### src/rtl/gjk_pkg.sv
// Shared definitions for the GJK Minkowski support-point controller.
//   COORD_W : vertex / position coordinate width (signed)
//   DIR_W   : search direction component width (signed)
//   PROJ_W  : width of a single-shape projection (sum of two products)
//   NVERT   : vertices per shape
package gjk_pkg;

  localparam int COORD_W = 19;
  localparam int DIR_W   = 10;
  localparam int PROJ_W  = 29;
  localparam int NVERT   = 4;

  typedef enum logic [1:0] {
    IDLE   = 2'd0,
    SCAN_A = 2'd1,
    SCAN_B = 2'd2,
    OUT    = 2'd3
  } state_e;

  // -(-512) does not fit in DIR_W bits, so the most negative value clamps
  // to the most positive one instead of wrapping back onto itself.
  function automatic logic [DIR_W-1:0] sat_neg(input logic [DIR_W-1:0] v);
    logic [DIR_W-1:0] r;
    if (v == {1'b1, {(DIR_W-1){1'b0}}}) begin
      r = {1'b0, {(DIR_W-1){1'b1}}};
    end else begin
      r = -v;
    end
    return r;
  endfunction

endpackage

### src/rtl/support_scan.sv
// Single-shape support scan: evaluates one vertex per cycle for NVERT
// cycles and keeps the vertex with the largest projection (v - pos) . dir.
// Ties keep the lowest index.
//   clk, rst         : clock, synchronous active-high reset
//   start            : first scan cycle; vertex 0 is evaluated in this cycle
//   vx, vy           : flattened signed vertices, vertex i at [19i+18:19i]
//   pos_x, pos_y     : shape reference position
//   dir_x, dir_y     : search direction
//   done             : high in the cycle the last vertex is evaluated
//   best_x, best_y   : best vertex so far (final one cycle after done)
//   best_proj        : projection of the best vertex
module support_scan
  import gjk_pkg::*;
(
  input  logic                     clk,
  input  logic                     rst,
  input  logic                     start,
  input  logic [NVERT*COORD_W-1:0] vx,
  input  logic [NVERT*COORD_W-1:0] vy,
  input  logic [COORD_W-1:0]       pos_x,
  input  logic [COORD_W-1:0]       pos_y,
  input  logic [DIR_W-1:0]         dir_x,
  input  logic [DIR_W-1:0]         dir_y,
  output logic                     done,
  output logic [COORD_W-1:0]       best_x,
  output logic [COORD_W-1:0]       best_y,
  output logic [PROJ_W-1:0]        best_proj
);

  localparam logic [1:0] LAST_IDX = 2'(NVERT - 1);

  logic [1:0]                idx_q, idx_d, cur_idx;
  logic                      busy_q, busy_d;
  logic                      active, take;
  logic [COORD_W-1:0]        v_x, v_y;
  logic signed [COORD_W:0]   diff_x, diff_y;
  logic signed [PROJ_W-1:0]  px, py, proj;
  logic [COORD_W-1:0]        best_x_q, best_x_d, best_y_q, best_y_d;
  logic signed [PROJ_W-1:0]  best_proj_q, best_proj_d;

  assign active  = start | busy_q;
  assign cur_idx = start ? 2'd0 : idx_q;
  assign done    = active && (cur_idx == LAST_IDX);

  always_comb begin
    v_x    = vx[COORD_W*int'(cur_idx) +: COORD_W];
    v_y    = vy[COORD_W*int'(cur_idx) +: COORD_W];
    diff_x = $signed({v_x[COORD_W-1], v_x}) - $signed({pos_x[COORD_W-1], pos_x});
    diff_y = $signed({v_y[COORD_W-1], v_y}) - $signed({pos_y[COORD_W-1], pos_y});
    px     = PROJ_W'(diff_x) * PROJ_W'($signed(dir_x));
    py     = PROJ_W'(diff_y) * PROJ_W'($signed(dir_y));
    proj   = px + py;
    take   = (cur_idx == 2'd0) || (proj > best_proj_q);
  end

  always_comb begin
    idx_d       = idx_q;
    busy_d      = busy_q;
    best_x_d    = best_x_q;
    best_y_d    = best_y_q;
    best_proj_d = best_proj_q;
    if (active) begin
      idx_d  = cur_idx + 2'd1;
      busy_d = (cur_idx != LAST_IDX);
      if (take) begin
        best_x_d    = v_x;
        best_y_d    = v_y;
        best_proj_d = proj;
      end
    end
  end

  always_ff @(posedge clk) begin
    if (rst) begin
      idx_q       <= '0;
      busy_q      <= 1'b0;
      best_x_q    <= '0;
      best_y_q    <= '0;
      best_proj_q <= '0;
    end else begin
      idx_q       <= idx_d;
      busy_q      <= busy_d;
      best_x_q    <= best_x_d;
      best_y_q    <= best_y_d;
      best_proj_q <= best_proj_d;
    end
  end

  assign best_x    = best_x_q;
  assign best_y    = best_y_q;
  assign best_proj = best_proj_q;

endmodule

### src/rtl/minkowski_support_ctrl.sv
// GJK Minkowski-difference support point sequencer. Scans shape A along d,
// then shape B along -d on one shared support_scan, and returns
// bestA - bestB with projA + projB.
//   clk, rst            : clock, synchronous active-high reset
//   req_valid/req_ready : request handshake (ready only in IDLE)
//   a_vx, a_vy, a_pos_* : shape A vertices (flattened) and position
//   b_vx, b_vy, b_pos_* : shape B vertices (flattened) and position
//   dir_x, dir_y        : search direction
//   res_valid/res_ready : result handshake
//   res_x, res_y        : bestA - bestB (20-bit signed)
//   res_proj            : projA + projB (30-bit signed)
//   query_cnt           : completed result handshakes, wrapping
//
// state  | meaning
// IDLE   | waiting for a request; request inputs are latched on acceptance
// SCAN_A | scanning shape A along d, one vertex per cycle
// SCAN_B | scanning shape B along sat_neg(d); first cycle saves A's result
// OUT    | result presented and held until res_ready
module minkowski_support_ctrl
  import gjk_pkg::*;
#(
  parameter int NVERT = 4,
  parameter int CNT_W = 16
) (
  input  logic                     clk,
  input  logic                     rst,
  input  logic                     req_valid,
  output logic                     req_ready,
  input  logic [NVERT*COORD_W-1:0] a_vx,
  input  logic [NVERT*COORD_W-1:0] a_vy,
  input  logic [COORD_W-1:0]       a_pos_x,
  input  logic [COORD_W-1:0]       a_pos_y,
  input  logic [NVERT*COORD_W-1:0] b_vx,
  input  logic [NVERT*COORD_W-1:0] b_vy,
  input  logic [COORD_W-1:0]       b_pos_x,
  input  logic [COORD_W-1:0]       b_pos_y,
  input  logic [DIR_W-1:0]         dir_x,
  input  logic [DIR_W-1:0]         dir_y,
  output logic                     res_valid,
  input  logic                     res_ready,
  output logic [COORD_W:0]         res_x,
  output logic [COORD_W:0]         res_y,
  output logic [PROJ_W:0]          res_proj,
  output logic [CNT_W-1:0]         query_cnt
);

  state_e                   state_q, state_d;
  logic                     start_q, start_d;
  logic [NVERT*COORD_W-1:0] a_vx_q, a_vx_d, a_vy_q, a_vy_d;
  logic [NVERT*COORD_W-1:0] b_vx_q, b_vx_d, b_vy_q, b_vy_d;
  logic [COORD_W-1:0]       a_pos_x_q, a_pos_x_d, a_pos_y_q, a_pos_y_d;
  logic [COORD_W-1:0]       b_pos_x_q, b_pos_x_d, b_pos_y_q, b_pos_y_d;
  logic [DIR_W-1:0]         dir_x_q, dir_x_d, dir_y_q, dir_y_d;
  logic [COORD_W-1:0]       besta_x_q, besta_x_d, besta_y_q, besta_y_d;
  logic [PROJ_W-1:0]        besta_proj_q, besta_proj_d;
  logic [CNT_W-1:0]         cnt_q, cnt_d;

  logic                     scan_b_sel;
  logic [NVERT*COORD_W-1:0] scan_vx, scan_vy;
  logic [COORD_W-1:0]       scan_pos_x, scan_pos_y;
  logic [DIR_W-1:0]         scan_dir_x, scan_dir_y;
  logic                     scan_done;
  logic [COORD_W-1:0]       scan_best_x, scan_best_y;
  logic [PROJ_W-1:0]        scan_best_proj;

  assign scan_b_sel = (state_q == SCAN_B);
  assign scan_vx    = scan_b_sel ? b_vx_q    : a_vx_q;
  assign scan_vy    = scan_b_sel ? b_vy_q    : a_vy_q;
  assign scan_pos_x = scan_b_sel ? b_pos_x_q : a_pos_x_q;
  assign scan_pos_y = scan_b_sel ? b_pos_y_q : a_pos_y_q;
  assign scan_dir_x = scan_b_sel ? sat_neg(dir_x_q) : dir_x_q;
  assign scan_dir_y = scan_b_sel ? sat_neg(dir_y_q) : dir_y_q;

  support_scan u_scan (
    .clk       (clk),
    .rst       (rst),
    .start     (start_q),
    .vx        (scan_vx),
    .vy        (scan_vy),
    .pos_x     (scan_pos_x),
    .pos_y     (scan_pos_y),
    .dir_x     (scan_dir_x),
    .dir_y     (scan_dir_y),
    .done      (scan_done),
    .best_x    (scan_best_x),
    .best_y    (scan_best_y),
    .best_proj (scan_best_proj)
  );

  always_comb begin
    state_d      = state_q;
    start_d      = 1'b0;
    a_vx_d       = a_vx_q;
    a_vy_d       = a_vy_q;
    b_vx_d       = b_vx_q;
    b_vy_d       = b_vy_q;
    a_pos_x_d    = a_pos_x_q;
    a_pos_y_d    = a_pos_y_q;
    b_pos_x_d    = b_pos_x_q;
    b_pos_y_d    = b_pos_y_q;
    dir_x_d      = dir_x_q;
    dir_y_d      = dir_y_q;
    besta_x_d    = besta_x_q;
    besta_y_d    = besta_y_q;
    besta_proj_d = besta_proj_q;
    cnt_d        = cnt_q;
    case (state_q)
      IDLE: begin
        if (req_valid) begin
          a_vx_d    = a_vx;
          a_vy_d    = a_vy;
          b_vx_d    = b_vx;
          b_vy_d    = b_vy;
          a_pos_x_d = a_pos_x;
          a_pos_y_d = a_pos_y;
          b_pos_x_d = b_pos_x;
          b_pos_y_d = b_pos_y;
          dir_x_d   = dir_x;
          dir_y_d   = dir_y;
          start_d   = 1'b1;
          state_d   = SCAN_A;
        end
      end
      SCAN_A: begin
        if (scan_done) begin
          start_d = 1'b1;
          state_d = SCAN_B;
        end
      end
      SCAN_B: begin
        // The scan registers still hold A's final result during B's first
        // cycle; they are overwritten at the end of it.
        if (start_q) begin
          besta_x_d    = scan_best_x;
          besta_y_d    = scan_best_y;
          besta_proj_d = scan_best_proj;
        end
        if (scan_done) begin
          state_d = OUT;
        end
      end
      OUT: begin
        if (res_ready) begin
          cnt_d   = cnt_q + 1'b1;
          state_d = IDLE;
        end
      end
      default: state_d = IDLE;
    endcase
  end

  always_ff @(posedge clk) begin
    if (rst) begin
      state_q      <= IDLE;
      start_q      <= 1'b0;
      a_vx_q       <= '0;
      a_vy_q       <= '0;
      b_vx_q       <= '0;
      b_vy_q       <= '0;
      a_pos_x_q    <= '0;
      a_pos_y_q    <= '0;
      b_pos_x_q    <= '0;
      b_pos_y_q    <= '0;
      dir_x_q      <= '0;
      dir_y_q      <= '0;
      besta_x_q    <= '0;
      besta_y_q    <= '0;
      besta_proj_q <= '0;
      cnt_q        <= '0;
    end else begin
      state_q      <= state_d;
      start_q      <= start_d;
      a_vx_q       <= a_vx_d;
      a_vy_q       <= a_vy_d;
      b_vx_q       <= b_vx_d;
      b_vy_q       <= b_vy_d;
      a_pos_x_q    <= a_pos_x_d;
      a_pos_y_q    <= a_pos_y_d;
      b_pos_x_q    <= b_pos_x_d;
      b_pos_y_q    <= b_pos_y_d;
      dir_x_q      <= dir_x_d;
      dir_y_q      <= dir_y_d;
      besta_x_q    <= besta_x_d;
      besta_y_q    <= besta_y_d;
      besta_proj_q <= besta_proj_d;
      cnt_q        <= cnt_d;
    end
  end

  // In OUT the scan is idle, so its registers hold B's result stably.
  always_comb begin
    req_ready = (state_q == IDLE);
    res_valid = (state_q == OUT);
    res_x     = '0;
    res_y     = '0;
    res_proj  = '0;
    if (state_q == OUT) begin
      res_x    = {besta_x_q[COORD_W-1], besta_x_q} - {scan_best_x[COORD_W-1], scan_best_x};
      res_y    = {besta_y_q[COORD_W-1], besta_y_q} - {scan_best_y[COORD_W-1], scan_best_y};
      res_proj = {besta_proj_q[PROJ_W-1], besta_proj_q}
               + {scan_best_proj[PROJ_W-1], scan_best_proj};
    end
  end

  assign query_cnt = cnt_q;

endmodule

### config.mk
export PLATFORM = sky130hd
export DESIGN_NAME = minkowski_support_ctrl
export DESIGN_NICKNAME = d
export VERILOG_FILES = /design/src/rtl/gjk_pkg.sv /design/src/rtl/support_scan.sv /design/src/rtl/minkowski_support_ctrl.sv
export SDC_FILE = /design/constraint.sdc
export NUM_CORES = 2
export LEC_CHECK = 0
export CAP_MARGIN = 40
export CORE_MARGIN = 2
export CORE_UTILIZATION = 50
export DETAILED_ROUTE_END_ITERATION = 6
export PLACE_DENSITY = 0.73
export SYNTH_ARGS = -nofsm -noshare
export SYNTH_HDL_FRONTEND = slang
export SYNTH_SLANG_ARGS = --single-unit
export TNS_END_PERCENT = 20
### constraint.sdc
create_clock -name clk -period 23.8 [get_ports clk]
set_input_delay 4.76 -clock clk [delete_from_list [all_inputs] [get_ports clk]]
set_output_delay 4.76 -clock clk [all_outputs]
set_load 0.02 [all_outputs]
# After elaboration in Yosys (flattened, before gate mapping)
# Cells that the tools add are included.
# Widths: inputs -> output; s select.
# totals
ff_bits,556
latch_bits,0
ramBits,0
romBits,0
input_bits,404
out_inout_bits,88
word_cells,78
mem_count,0
# op_classes
add_sub_neg,10
multipliers,3
div,0
magnitude_cmp,1
n_eq_ne,11
shifts,2
mux,20
n_bitwise,1
n_reduce_logical,9
# ops
operator,count
$mux 76,2
$shiftx 76x8->19,2
$sub 19x19->20,4
$mul 20x10->29,2
$mux 10,4
$mux 20,2
$mux 19,2
$add 29x29->30,1
$mux 30,1
$add 29x29->29,1
$gt 29x29->1,1
$eq 10x10->1 const B,2
$neg 10->10,2
$add 16x1->16 const B,1
$mux 2,5
$pmux 2 s4,1
$reduce_and 2->1,4
$mul 5x2->7 const A,1
$eq 2x2->1 const B,3
$ne 2x2->1 const B,3
$logic_not 2->1,2
$ne 2x1->1 const B,2
$reduce_and 4->1,1
$add 2x1->2 const B,1
6 further kinds,7

# Depth between registers and ports, before layout
# logic_depth
depth_word,9
ltp_mapped,56
mapped_depth_nobuf,49

# Modules after synthesis
# Synthesis repeated with hierarchy kept, for this count alone.
# hier_totals
hier_cells,5395
area_unflattened_um2,43639.4
# modules_own_cells
module,instances,cells_per_inst,area_per_inst_um2,seq_area_each_um2
minkowski_support_ctrl,1,3012,23204.8,9729.3
support_scan,1,2383,20434.6,1401.3

# Least setup slack after synthesis
# Ideal clock, no wire load.
# synth_path
kind,register to register
start,register state_q[0]
end,register u_scan.best_proj_q[18] (netlist: u_scan.best_proj[18])
setup_ns,0.128
arrival_time_ns,12.697
setup_slack_ns,10.976
path_stages_with_launch,51
synth_period_minus_slack_ns,12.824
path_cell_list,dfxtp_1 inv_1 ha_1 clkbuf_1 clkbuf_1 clkbuf_1 clkbuf_1 buf_1 mux2_2 ha_1 inv_1 fa_1 a21o_1 a21oi_1 o21bai_1 a21oi_1 o21ai_1 a211oi_1 [15 not listed] a21o_1 a21o_1 a21oi_1 o21a_1 o21ai_0 a31oi_1 xnor3_1 ha_1 nand2_1 nor3_1 nand4_1 nor3_1 o211a_1 clkbuf_1 clkbuf_1 buf_1 mux2i_1 nor2_1
# synth_via
elab_chain_len,9
# synth_rtl
item,line,text
from (decl),minkowski_support_ctrl.sv:47,"state_e state_q, state_d;"
from (signal assigned),minkowski_support_ctrl.sv:171,state_q <= state_d;
$eq 2x2->1 (*),minkowski_support_ctrl.sv:66,assign scan_b_sel = (state_q == SCAN_B);
$mux 76 (on tied branches),"minkowski_support_ctrl.sv:67, minkowski_support_ctrl.sv:68",
$shiftx 76x8->19 (on tied branches),"support_scan.sv:46, support_scan.sv:47",
$sub 19x19->20 (on tied branches),"support_scan.sv:48, support_scan.sv:49",
$mul 20x10->29 (on tied branches),"support_scan.sv:50, support_scan.sv:51",
$add 29x29->29 (*),support_scan.sv:52,proj = px + py;
via u_scan.proj[28],support_scan.sv:37,"logic signed [PROJ_W-1:0] px, py, proj;"
$gt 29x29->1 (*),support_scan.sv:53,take = (cur_idx == 2'd0) || (proj > best_proj_q);
$logic_or 1x1->1 (*),support_scan.sv:53,
$reduce_and 2->1 (no line) (*),n/a,
to (signal assigned),support_scan.sv:85,best_proj_q <= best_proj_d;
to (decl),support_scan.sv:39,"logic signed [PROJ_W-1:0] best_proj_q, best_proj_d;"
# Mark *: on every way through the listed nets, which the timed path passes. The rest lies on a longest branch.
# A chain may end at the register's enable or synchronous reset.

# Worst setup path after layout
# layout_path
start,register state_q[0]
end,register u_scan.best_y_q[11] (netlist: u_scan.best_y[11])
# layout_via
elab_chain_len,9
# layout_rtl
item,line,text
$eq 2x2->1 (*),minkowski_support_ctrl.sv:66,
$mux 76 (on tied branches),"minkowski_support_ctrl.sv:67, minkowski_support_ctrl.sv:68",
$shiftx 76x8->19 (on tied branches),"support_scan.sv:46, support_scan.sv:47",
$sub 19x19->20 (on tied branches),"support_scan.sv:48, support_scan.sv:49",
$mul 20x10->29 (on tied branches),"support_scan.sv:50, support_scan.sv:51",
$add 29x29->29 (*),support_scan.sv:52,
via u_scan.proj[28],support_scan.sv:37,
$gt 29x29->1 (*),support_scan.sv:53,
$logic_or 1x1->1 (*),support_scan.sv:53,
$reduce_and 2->1 (no line) (*),n/a,
to (signal assigned),support_scan.sv:84,best_y_q <= best_y_d;
to (decl),support_scan.sv:38,"logic [COORD_W-1:0] best_x_q, best_x_d, best_y_q, best_y_d;"
# Marked as above.

==> run_results.csv <==
group,metric,value,unit
clock_network,h-tree-depth,2,
flow_run,drv_cap,0,
clock_network,post_cts_buffers,0,
layout,area_delta_synth_final,19.4,%
critical_path,cp_common_cell,"fa_1",
logic_synthesis,synth.distinct_cells,77,
logic_synthesis,yosysSeqAreaShare,0.268,
route,drc,2,
grt,grt_pass1_vias,35100,
clock_network,cts_tree,"built",
clock_network,clkTransAtPathRegs,0.07,ns
logic_synthesis,synth_nets,6079,
route,viasPerCell,5.53,
floorplan,fp-row-count,105,
timing,fmax,0.0667,GHz
route,postRouteAntennaNets,0,
clock_network,cts-root-buf,"clkbuf_16",
layout,fill_cells,7293,
logic_synthesis,yosysMostFrequentCell,"nand2_1",
worst_hold_path,min_path_type,"flop to flop",
clock_network,clock-sinks,556,
floorplan,die_y,292,µm
critical_path,cp_slowest_cell,"buf_4",
timing,tns,0,ns
floorplan,dieArea,0.0855,mm²
grt,grt_pass1_wl,200000,µm
timing,drv_slew,0,
timing,worst_pin_slew,1.26,ns
logic_synthesis,postSynthCellCount,5038,
clock_network,clk_latency,0.65,ns
grt,antenna_found_initial,10,
timing,slew_headroom,0.159,
logic_synthesis,synth_top_area_frac,0.268,
timing,min_period,14.99,ns
floorplan,pin_count,492,
clock_network,holdBufCountCts,0,
placed_design,pre_cts_slack,8.88,ns
logic_synthesis,syn_area,0.0416,mm²
grt,overflow,0,
floorplan,core_area,0.0822,mm²
placed_design,portBuffers,491,
critical_path,crit_type,"flop to flop",
layout,layout.nets,6423,
logic_synthesis,synth_warnings,0,
grt,grt_use_total,0.302,
placed_design,dp_hpwl,103000,µm
layout,drive_above_1_share,0.0525,
layout,register_area,0.0111,mm²
grt,grt_max_degree,237,
logic_synthesis,ys_top_cells_by_count,"nand2_1 (1249), a21oi_1 (572), dfxtp_1 (556)",
critical_path,cp_slowest_stage_delay,0.79,ns
timing,rsz0062_at_grt,"false",
critical_path,crit_arrival,15.52,ns
clock_network,numCtsBuffers,58,
critical_path,required,24.33,ns
layout,multiInputGateArea,0.0276,mm²
logic_synthesis,synthTopCellsByArea,"dfxtp_1 (27%), fa_1 (19%), nand2_1 (11%), ha_1 (7.4%), a21oi_1 (6.9%)",
route,wire_per_inst,20.0,µm
layout,utilization,0.604,
status,violations,"design-rule violations",
critical_path,end_kind,"flop",
route,via_count,36000,
timing,setup_violations,0,
clock_network,cts_resized,0,
timing,final.setup.worst_slack,8.81,ns
critical_path,reg2reg_setup_slack,8.81,ns
logic_synthesis,synth_area_leader_cell,"dfxtp_1",
timing,finalHoldViolCount,0,
floorplan,die_x,292,µm
clock_network,clk_path_buf_depth,3,
route,wl,130000,µm
critical_path,crit_path_start_kind,"flop",
timing,finalCritPeriodShare,0.630,
timing,skew,0.0427,ns
logic_synthesis,async_reset_ff_frac,0,
logic_synthesis,synthFlopType,"dfxtp_1",
floorplan,start_util,0.505,
placed_design,gp_congestion,0.959,
status,outcome,"complete, but fails checks",
route,dr.pass1.iters,7,
critical_path,critPathMaxFanout,89,
logic_synthesis,synth.avg_cell_area,8.25,µm²
route,drtIter0Drc,3036,
logic_synthesis,ys_ff_latch,556,
logic_synthesis,synth-edff-count,0,
## final timing paths
kind                                     to  depth (start not counted)               startpoint
max reg2reg  u_scan.best_y[11]$_SDFFE_PP0P_                         45  state_q[0]$_SDFFE_PP0P_
min reg2reg         b_vx_q[55]$_SDFFE_PP0P_                          2  b_vx_q[55]$_SDFFE_PP0P_
min                 b_vx_q[55]$_SDFFE_PP0P_                          2  b_vx_q[55]$_SDFFE_PP0P_
max          u_scan.best_y[11]$_SDFFE_PP0P_                         45  state_q[0]$_SDFFE_PP0P_
## cells in the final DEF, fill, tap and decap left out, types with 68 or more instances in the layout
cell type        count
nor2_1             384
mux4_2              76
xnor2_1             88
ha_1               244
nand2_1           1247
clkdlybuf4s50_1    490
inv_1              518
fa_1               392
dfxtp_1            556
mux2i_1             74
o21ai_0             68
a21oi_1            570
## layer usage
layer / track usage / part of all wire / wire, µm / vias to the layer above
met5: 0 / 0.00018 / 24 / -
met4: 0.131 / 0.048 / 6220 / 4
met3: 0.0527 / 0.077 / 10000 / 241
met2: 0.482 / 0.46 / 59900 / 1356
met1: 0.405 / 0.42 / 54300 / 17400
li1: - / - / - / 16900
## critical path: cells and delay by family, from the launching register on
family          cells  cell delay, ns
simple gates        7            1.18
buf+inv             6            2.17
flops               1            0.34
fa+ha+maj          12            5.42
xor+xnor            2            1.03
mux                 2            1.07
compound gates     16            3.60
## flip-flops by register name, indices dropped and copies added (netlist names)
register	cells
besta_y_q	19
b_vx_q	76
u_scan.best_proj	29
a_vy_q	76
query_cnt	16
state_q	2
u_scan.busy_q	1
u_scan.best_y	19
dir_x_q	10
u_scan.idx_q	2
a_pos_y_q	19
u_scan.best_x	19
b_vy_q	76
besta_proj_q	29
besta_x_q	19
a_vx_q	76
dir_y_q	10
b_pos_y_q	19
a_pos_x_q	19
b_pos_x_q	19
start_q	1
## metrics by stage
step,cell area (µm²),hold WS (ns),instances
3_5_place_dp,47500,0.445,6392
4_1_cts,49600,0.453,6501
6_report,49600,0.453,6510
5_1_grt,49600,0.467,6508
3_3_place_gp,47300,0.440,6382
2_1_floorplan,41600,0.432,5038
## final cells by class
cell class / instances / area share
well taps: 1070 / 0.0270
clock inverters: 33 / 0.0102
repair buffers: 543 / 0.110
diodes: 9 / 0.000454
inverters: 520 / 0.0393
multi-input cells: 3703 / 0.556
clock buffers: 76 / 0.0328
flip-flops and latches: 556 / 0.224
## cells by family (layout without fill, tap and decap cells)
group | count (synthesis) | count (layout) | synth area share
xor+xnor | 150 | 150 | 0.0319
compound gates | 864 | 864 | 0.120
fa+ha+maj | 637 | 637 | 0.263
flops | 556 | 556 | 0.268
mux | 153 | 153 | 0.0598
other cells | 0 | 9 | 0
buf+inv | 779 | 1172 | 0.0705
simple gates | 1899 | 1899 | 0.187
Power is not shown: default switching activity piles up to over one toggle a cycle in this logic, so the estimate is an artifact.
